File: config.mk
export PLATFORM = sky130hd
export DESIGN_NAME = pre_stage_arbiter
export DESIGN_NICKNAME = d
export VERILOG_FILES = /design/src/rtl/pre_stage_arbiter.sv
export SDC_FILE = /design/constraint.sdc
export NUM_CORES = 1
export LEC_CHECK = 0
export ABC_AREA = 1
export BUFFER_PORTS_ARGS = -buffer_cell sky130_fd_sc_hd__buf_2
export CORE_AREA = 2 2 166 168
export DETAILED_ROUTE_END_ITERATION = 16
export DIE_AREA = 0 0 168 170
export GPL_TIMING_DRIVEN = 0
export SYNTH_ARGS = -nofsm -noshare
export SYNTH_HDL_FRONTEND = slang
export SYNTH_SLANG_ARGS = --single-unit
export TNS_END_PERCENT = 10
File: constraint.sdc
create_clock -name clk -period 2.7 [get_ports clk]
set_clock_uncertainty 0.2 [all_clocks]
set_input_delay 0.135 -clock clk [delete_from_list [all_inputs] [get_ports clk]]
set_output_delay 0.135 -clock clk [all_outputs]
set_load 0.02 [all_outputs]
File: src/rtl/pre_stage_arbiter.sv
// Round-robin arbiter sharing one pre_stage_unit between two vector sources.
// Grants last for a whole vector of SUB_VECTOR_NO beats, and the source tag is delayed to line up with the unit output.
module pre_stage_arbiter #(
   parameter int BUS_WIDTH     = 128,
   parameter int SUB_VECTOR_NO = 2,
   parameter int UNIT_LATENCY  = 3,
   parameter int CNT_WIDTH     = 16
) (
   input  logic                 clk,
   input  logic                 rst,
   input  logic [BUS_WIDTH-1:0] s0_tdata,
   input  logic                 s0_tvalid,
   output logic                 s0_tready,
   input  logic [BUS_WIDTH-1:0] s1_tdata,
   input  logic                 s1_tvalid,
   output logic                 s1_tready,
   output logic [BUS_WIDTH-1:0] o_Vector,
   output logic                 o_Valid,
   output logic                 o_Tag,
   output logic                 o_LastSub,
   output logic                 o_UnitTag,
   output logic                 o_UnitTagValid,
   output logic [CNT_WIDTH-1:0] o_VecCnt0,
   output logic [CNT_WIDTH-1:0] o_VecCnt1
);

   localparam int SW = (SUB_VECTOR_NO > 1) ? $clog2(SUB_VECTOR_NO) : 1;

   typedef enum logic [1:0] {IDLE, GRANT0, GRANT1} state_t;

   state_t                state, state_nx;
   logic [SW-1:0]         sub_idx, sub_idx_nx;
   logic                  rr, rr_nx;
   logic                  sel, hs, last;
   logic [UNIT_LATENCY-1:0] tag_pipe, vld_pipe;

   assign s0_tready      = (state == GRANT0);
   assign s1_tready      = (state == GRANT1);
   assign o_UnitTag      = tag_pipe[UNIT_LATENCY-1];
   assign o_UnitTagValid = vld_pipe[UNIT_LATENCY-1];

   always_comb begin
      sel        = (state == GRANT1);
      hs         = ((state == GRANT0) && s0_tvalid) || ((state == GRANT1) && s1_tvalid);
      last       = (sub_idx == SW'(SUB_VECTOR_NO - 1));
      state_nx   = state;
      sub_idx_nx = sub_idx;
      rr_nx      = rr;
      case (state)
         IDLE: begin
            if (s0_tvalid && s1_tvalid) state_nx = rr ? GRANT1 : GRANT0;
            else if (s0_tvalid)         state_nx = GRANT0;
            else if (s1_tvalid)         state_nx = GRANT1;
         end
         default: begin
            if (hs) begin
               if (last) begin
                  // Vector boundary: hand priority to the other channel and
                  // switch without a bubble if it is already waiting.
                  sub_idx_nx = '0;
                  rr_nx      = ~sel;
                  if (sel ? s0_tvalid : s1_tvalid)      state_nx = sel ? GRANT0 : GRANT1;
                  else if (sel ? s1_tvalid : s0_tvalid) state_nx = state;
                  else                                  state_nx = IDLE;
               end else begin
                  sub_idx_nx = sub_idx + SW'(1);
               end
            end
         end
      endcase
   end

   always_ff @(posedge clk) begin
      if (rst) begin
         state     <= IDLE;
         sub_idx   <= '0;
         rr        <= 1'b0;
         o_Vector  <= '0;
         o_Valid   <= 1'b0;
         o_Tag     <= 1'b0;
         o_LastSub <= 1'b0;
         o_VecCnt0 <= '0;
         o_VecCnt1 <= '0;
      end else begin
         state   <= state_nx;
         sub_idx <= sub_idx_nx;
         rr      <= rr_nx;
         o_Valid <= hs;
         if (hs) begin
            o_Vector  <= sel ? s1_tdata : s0_tdata;
            o_Tag     <= sel;
            o_LastSub <= last;
            if (last) begin
               if (sel) o_VecCnt1 <= o_VecCnt1 + CNT_WIDTH'(1);
               else     o_VecCnt0 <= o_VecCnt0 + CNT_WIDTH'(1);
            end
         end
      end
   end

   if (UNIT_LATENCY > 1) begin : g_pipe
      always_ff @(posedge clk) begin
         if (rst) begin
            tag_pipe <= '0;
            vld_pipe <= '0;
         end else begin
            tag_pipe <= {tag_pipe[UNIT_LATENCY-2:0], o_Tag};
            vld_pipe <= {vld_pipe[UNIT_LATENCY-2:0], o_Valid & o_LastSub};
         end
      end
   end else begin : g_pipe1
      always_ff @(posedge clk) begin
         if (rst) begin
            tag_pipe <= '0;
            vld_pipe <= '0;
         end else begin
            tag_pipe <= o_Tag;
            vld_pipe <= o_Valid & o_LastSub;
         end
      end
   end

endmodule

* Word level (Yosys, flattened, before mapping)
Index checks and enable logic that the tools add are counted.
Cells by class: add/subtract/negate cells 3, eq/ne operators 4, multiplexer cells 14, bitwise gates (word level) 3, reductions and logical operators 12
Operator list (number):
- two-way mux 128 bit | 1
- adder 16 x 1 -> 16 bit, second input constant | 2
- two-way mux 2 bit | 10
- AND reduction 3 bit | 3
- inequality test 4 bit, second input constant | 1
- AND reduction 4 bit | 1
- nonzero test 2 bit | 2
- logical AND 1 bit | 3
- two-way mux 1 bit | 3
- inequality test 3 x 2 -> 1 bit, second input constant | 1
- equality test 2 x 1 -> 1 bit, second input constant | 1
- equality test 2 bit, second input constant | 1
- zero test 2 bit | 1
- inverter 1 bit | 2
- AND reduction 2 bit | 1
- adder 1 bit, second input constant | 1
- bitwise AND 1 bit | 1
- logical OR 1 bit | 1
Word-level totals: register bits 173, output and inout port bits 167, logic and storage cells 47

* Depth between registers and ports, before layout
Gate-level depths: netlist of run 1.
depth after elaboration 7, mapped depth 11, depth with buffers taken out 9

* Least setup slack after synthesis of run 1
Ideal clock, no wire load.
path kind flip-flop to flip-flop, start register o_VecCnt0[0], end register o_VecCnt0[12], arrival time 1.444 ns, slack 0.942 ns, cell stages (with the launch flop) 9, path buffers 0, cell sequence dfxtp_1 > ha_1 > nand3_1 > nor2_1 > nand3_1 > nor2_1 > nand2_1 > nand2_1 > nor2_1
Between the ends: longest elaborated chain between the ends 1
RTL lines:
- from (decl) | line 23 | output logic [CNT_WIDTH-1:0] o_VecCnt0,
- from (signal assigned) | line 95 | else o_VecCnt0 <= o_VecCnt0 + CNT_WIDTH'(1);
- adder 16 x 1 -> 16 bit | line 95
No other way between the ends. A chain may end at the register's enable or synchronous reset.

==> out/results.tsv, run 1 <==
metric	value	unit
hold_viol_final	0	
cts_num_sinks	173	
slowest_stage	dlygate4sd3_1	
max-slew-margin-rel	58.13	%
regToRegStartpoint	state[0]	
critPathCaptureType	flop	
gp_congestion	0.8833	
outcome	finished clean	
ys_types	30	
finalPower	12.40	mW
cp.required	2.86	ns
syn_nets	1289	
drt_iter0_markers	678	
yosys_warnings	0	
netlist_area	7431	um^2
track_usage	23.20	%
maxSlewViolCount	0	
path_depth	8	
drt-total-wl	34060	um
rsz0062_at_grt	yes	
cp_top_family	buffers and inverters	
route.detailed.drc	0	
num_io_pins	427	
die_y	170	um
area_growth	77.74	%
netlist_instances	1027	
crit_buf_inv	6	
grt_max_degree	17	
setup_tns	0	ns
antenna_found_initial	7	
drt_pre_antenna_iters	6	
via_per_inst	4.824	
post-route-util	49.56	%
vias	10087	
fmax	0.3910	GHz
start_util	27.88	%
rrSetupSlack	0.23	ns
htreeDepth	4	
final_common_cell	buf_2	
leakagePower	6.558	nW
grt_pass1_wl	52660	um
finish.net_count	1992	
maxCapViolations	0	
min_period	2.558	ns
yosysSeqAreaShare	46.61	%
reg2regPathDepth	8	
worstReg2RegEnd	o_Vector[39]	
critical_path.max_stage_delay	0.59	ns
place_hpwl	23650	um
worstPathArrival	2.72	ns
hold_ws	0.2042	ns
crit_chain	dlygate4sd3_1, buf_2, inv_1, buf_2, clkbuf_1, o21ai_1, a31oi_1, dlygate4sd3_1	
mostFrequentLayoutCells	buf_2, nand2_1, dlygate4sd3_1	
crit_path_end	o_Vector[61]	
hold_path_class	reg2reg	
cp-startpoint	rst	
layout-drive-gt1-share	30.18	%
power.density	938.7	nW/um^2
cts_tree	built	
insertion_delay	0.42	ns
finalWorstSetupSlack	0.1423	ns
crit_fanout	10	
wl_per_cell	16.29	um
core-area	26650	um^2
worstMarginPinSlew	0.6280	ns
num_rows	60	
grt_pass1_vias	10004	
setup_viol	0	
crit_path_start_kind	input port	
grt-ovfl-total	0	
vdd_ir_drop_max	495.2	uV
clkSlewWorstSetupHoldPaths	0.07	ns
drtAntennaViolNets	0	
clockBufferDepth	2	
die-area	28560	um^2
syn_avg_cell_area	7.236	um^2
synth-seq-cells	173	
root_buffer	clkbuf_16	
post-place-ws	0.6839	ns
port_buffers	425	
crit_type	in2reg	
min_period_over_period	94.73	%
cts_buffers	17	
die_w	168	um
[synthesized netlist by cell type]
master / count / share of area (%)
nor3b_1: 2 / 0.20
nor2_1: 56 / 2.8
buf_6: 2 / 0.30
xnor2_1: 3 / 0.35
buf_4: 3 / 0.30
xor2_1: 1 / 0.12
nand2_2: 3 / 0.25
nand4_1: 9 / 0.76
a21oi_1: 22 / 1.5
o21bai_1: 1 / 0.10
ha_1: 2 / 0.34
dfxtp_1: 173 / 47
nand3_1: 21 / 1.4
or2_2: 1 / 0.084
nand4_2: 1 / 0.17
a31oi_1: 128 / 11
o21ai_1: 18 / 1.2
nor3_1: 8 / 0.54
o21ai_0: 122 / 8.2
nand3_2: 1 / 0.13
and3_1: 1 / 0.084
nor2_2: 1 / 0.084
inv_2: 4 / 0.20
clkbuf_1: 20 / 1.0
inv_1: 36 / 1.8
buf_2: 52 / 3.5
buf_1: 1 / 0.050
o22ai_1: 1 / 0.084
nand2_1: 333 / 17
nor2_4: 1 / 0.15
[flip-flops by register name, summed over array words and instances (netlist names), 2 cells and up]
signal,cells
o_VecCnt1,16
o_Vector,128
tag_pipe,3
o_VecCnt0,16
vld_pipe,3
state,2
[stage by stage]
step	instance area, um^2	instances
6_report	13210	2091
3_5_place_dp	9985	1793
3_3_place_gp	9985	1793
5_1_grt	13200	2089
2_1_floorplan	7431	1027
4_1_cts	13190	2084
[cell type report]
| class | instances | area, um^2 |
|---|---|---|
| inverters | 40 | 150.1 |
| flip-flops and latches | 173 | 3463 |
| diodes | 7 | 17.52 |
| clock inverters | 13 | 177.7 |
| clock buffers | 19 | 432.9 |
| multi-input cells | 736 | 3433 |
| fillers | 2574 | 13440 |
| plain buffers | 78 | 386.6 |
| well taps | 341 | 426.7 |
| repair buffers | 684 | 4720 |
[power breakdown]
part	total (mW)	switching [mW]	internal [mW]
Combinational	6.06	3.62	2.43
Sequential	3.69	0.402	3.29
Clock	2.65	1.16	1.49
[how the worst min path moves through the flow]
stage / startpoint / endpoint / slack (ns) / cells after the start
after floorplan: s0_tdata[62] / o_Vector[62] / 0.09 / 2
after global placement: vld_pipe[1] / vld_pipe[2] / 0.19 / 2
after detailed placement: vld_pipe[0] / vld_pipe[1] / 0.20 / 2
after CTS: vld_pipe[0] / vld_pipe[1] / 0.21 / 2
after global routing: vld_pipe[1] / vld_pipe[2] / 0.23 / 2
final: vld_pipe[0] / vld_pipe[1] / 0.20 / 2
[kinds of logic (layout without fill, tap and decap cells)]
logic type	after synthesis	in the layout	synth area share [%]
other	0	7	0
buffers and inverters	118	834	7.190
XOR/XNOR	4	4	0.4715
adder cells (fa/ha/maj)	2	2	0.3367
AO/OA/AOI/OAI	292	292	21.87
AND/OR/NAND/NOR	438	438	23.52
flip-flops	173	173	46.61
[tightest hold or removal path, delay by kind of cell, from the launching register on]
kind | cells | cell delay [ns]
buffers and inverters | 1 | 0.04
and+or+nand+nor | 1 | 0.03
DFF | 1 | 0.30
[per-layer routing]
layer  wire (um)  vias up  track usage (%)
met1       14340     4707            28.34
met2       16270      415            39.11
met4        1156        2            9.792
met5          16        -                0
li1            -     4890                -
met3        2287       73            5.605
[timing repair]
item / CTS / global route
buffers inserted: 0 / 0
gates resized for setup: 0 / 5
setup endpoints to repair: 0 / 16
hold buffers: 259 / 0
endpoints found under the hold margin: 133 / 0
Note: power is estimated with default switching activity, not from simulation.
==> run 2: changes to the inputs <==
Settings changed: REMOVE_ABC_BUFFERS set to 1.
==> run 2 against run 1 <==
Total power shrank 4.0%. Highest routed layer is now met4. Largest power group unchanged. Maximum frequency grew 0.71%. Critical path depth shrank 1. Die area is the same.
==> out/results.tsv, run 2 (synthesis results as in run 1) <==
metric	value	unit	change
drt-total-wl	33960	um	-0.31%
final_common_cell	buf_2		
grt-ovfl-total	0		unchanged
crit_path_start_kind	flop		
crit_fanout	66		+56
fmax	0.3937	GHz	+0.71%
core-area	26650	um^2	unchanged
grt_max_degree	81		+64
setup_viol	0		unchanged
layout-drive-gt1-share	28.81	%	-1.4 points
die-area	28560	um^2	unchanged
slowest_stage	dlygate4sd3_1		
critPathCaptureType	flop		
power.share.combinational	47.3	%	-1.6 points
regMostFlops	o_Vector		
top_regs	o_Vector: 128 flops, o_VecCnt0: 16 flops, o_VecCnt1: 16 flops		
via_per_inst	4.946		+2.5%
max-slew-margin-rel	42.42	%	-16 points
grt_pass1_wl	51300	um	-2.6%
cts_tree	built		
drt_pre_antenna_iters	5		-1
worstPathArrival	2.64	ns	-0.08 ns
post-route-util	49.06	%	-0.50 points
reg2regPathDepth	7		-1
maxSlewViolCount	0		unchanged
antenna_found_initial	9		+2
p_int	6.694	mW	-7.2%
track_usage	22.51	%	-0.69 points
die_y	170	um	unchanged
die_w	168	um	unchanged
vdd_ir_drop_max	443.5	uV	-10%
drtAntennaViolNets	0		unchanged
root_buffer	clkbuf_16		
route.detailed.drc	0		unchanged
post-place-ws	-0.4821	ns	-1.166 ns
netSwitchingFraction	43.77	%	+1.9 points
power.density	910.5	nW/um^2	-3.0%
vias	10006		-0.80%
clkSlewWorstSetupHoldPaths	0.07	ns	about the same
drt_iter0_markers	690		+1.8%
cp.required	2.80	ns	-0.06 ns
rsz0062_at_grt	no		
num_io_pins	427		unchanged
min_period_over_period	94.06	%	-0.67 points
crit_type	reg2reg		
place_hpwl	19160	um	-19%
mostFrequentLayoutCells	buf_2, nand2_1, dlygate4sd3_1		
hold_ws	0.05273	ns	-0.1515 ns
num_rows	60		unchanged
cts_buffers	17		unchanged
holdPathStages	3		+1
clockBufferDepth	2		unchanged
pwr-share-seq	31.2	%	+1.4 points
htreeDepth	4		unchanged
hold_viol_final	0		unchanged
gp_congestion	0.8203		-7.1%
finish.net_count	1923		-3.5%
p_clk_share	21.4	%	about the same
hold_path_class	in2reg		
wl_per_cell	16.79	um	+3.0%
p_sw	5.210	mW	+0.44%
finalWorstSetupSlack	0.1603	ns	+0.01796 ns
critical_path.max_stage_delay	0.57	ns	-0.02 ns
min_period	2.540	ns	-0.01796 ns
grt_pass1_vias	9916		-0.88%
finalPower	11.90	mW	-4.0%
insertion_delay	0.42	ns	about the same
crit_buf_inv	4		-2
port_buffers	426		+0.24%
post_cts_buffers	0		unchanged
largest_reg_flops	128		unchanged
path_depth	7		-1
area_growth	75.94	%	
maxCapViolations	0		unchanged
cts_num_sinks	173		unchanged
leakagePower	6.216	nW	-5.2%
outcome	finished clean		
fillCellCount	2532		-1.6%
crit_chain	inv_4, nand2_8, clkinv_16, buf_16, nand2_1, a31oi_1, dlygate4sd3_1		
cp_top_family	buffers and inverters		
worstMarginPinSlew	0.8637	ns	+0.2357 ns
start_util	27.88	%	unchanged
[run 2: changes by cell type in the layout (fill, tap and decap cells not counted), sizes merged]
| cell | before | now |
|---|---|---|
| dlygate4sd3 | 259 | 258 |
| clkinv | 2 | 1 |
| diode | 7 | 9 |
| clkbuf | 38 | 18 |
| clkinvlp | 2 | 4 |
| buf | 484 | 429 |
| bufbuf | 0 | 1 |
| bufinv | 3 | 2 |
| nand2 | 336 | 341 |
[run 2: through the flow]
stage / cells / setup TNS (ns) / instance area, um^2
finish: 2023 / 0 / 13070
global placement: 1716 / -621.99 / 9605
floorplan: 949 / -233.07 / 7047
global route: 2022 / 0 / 13070
detailed placement: 1719 / -22.05 / 9721
CTS: 2012 / 0 / 12990
[run 2: metal layers]
metal	vias up	routed length [um]	track usage, %
met5	-	0	0
met4	0	1002	8.809
met3	69	2645	6.837
met2	446	16580	38.93
met1	4729	13740	26.12
li1	4762	-	-
[run 2: power by group through the flow]
stage	Sequential (mW)	Clock [mW]	Combinational (mW)
final	3.72	2.55	5.63
after global routing	3.80	2.73	6.10
after CTS	3.68	2.62	5.47
after detailed placement	3.70	0	4.50
after global placement	3.64	0	4.32
after floorplan	4.56	0	1.96
[run 2: worst register-to-register path, cell delays in order, from the launching register on]
cell and delay, ns:
dfxtp_1 0.49, inv_4 0.16, nand2_8 0.28, clkinv_16 0.26, buf_16 0.27, nand2_1 0.13
a31oi_1 0.07, dlygate4sd3_1 0.57
[run 2: final cells by class]
type                            count  area, um^2  share of cell area, %
Tap cell                          341       426.7                  3.263
Inverter                           40       183.9                  1.407
Clock buffer                       18       429.2                  3.283
Multi-Input combinational cell    741        3558                  27.22
Sequential cell                   173        3467                  26.52
Timing Repair Buffer              688        4830                  36.94
Antenna cell                        9       22.52                 0.1723
Clock inverter                     13       156.4                  1.196
[run 2: worst paths after layout]
kind | startpoint | to | slack (ns)
max | state[0] | o_Vector[8] | 0.16
min | s1_tvalid | o_VecCnt1[0] | 0.05
max reg2reg | state[0] | o_Vector[8] | 0.16
min reg2reg | vld_pipe[1] | vld_pipe[2] | 0.20
[run 2: what timing repair did]
item / in CTS / in global routing
cloned: 4 / 2
pin swaps: 2 / 2
endpoints found under the hold margin: 145 / 0
setup endpoints to repair: 86 / 66
hold buffers: 258 / 0
gates resized for setup: 10 / 5
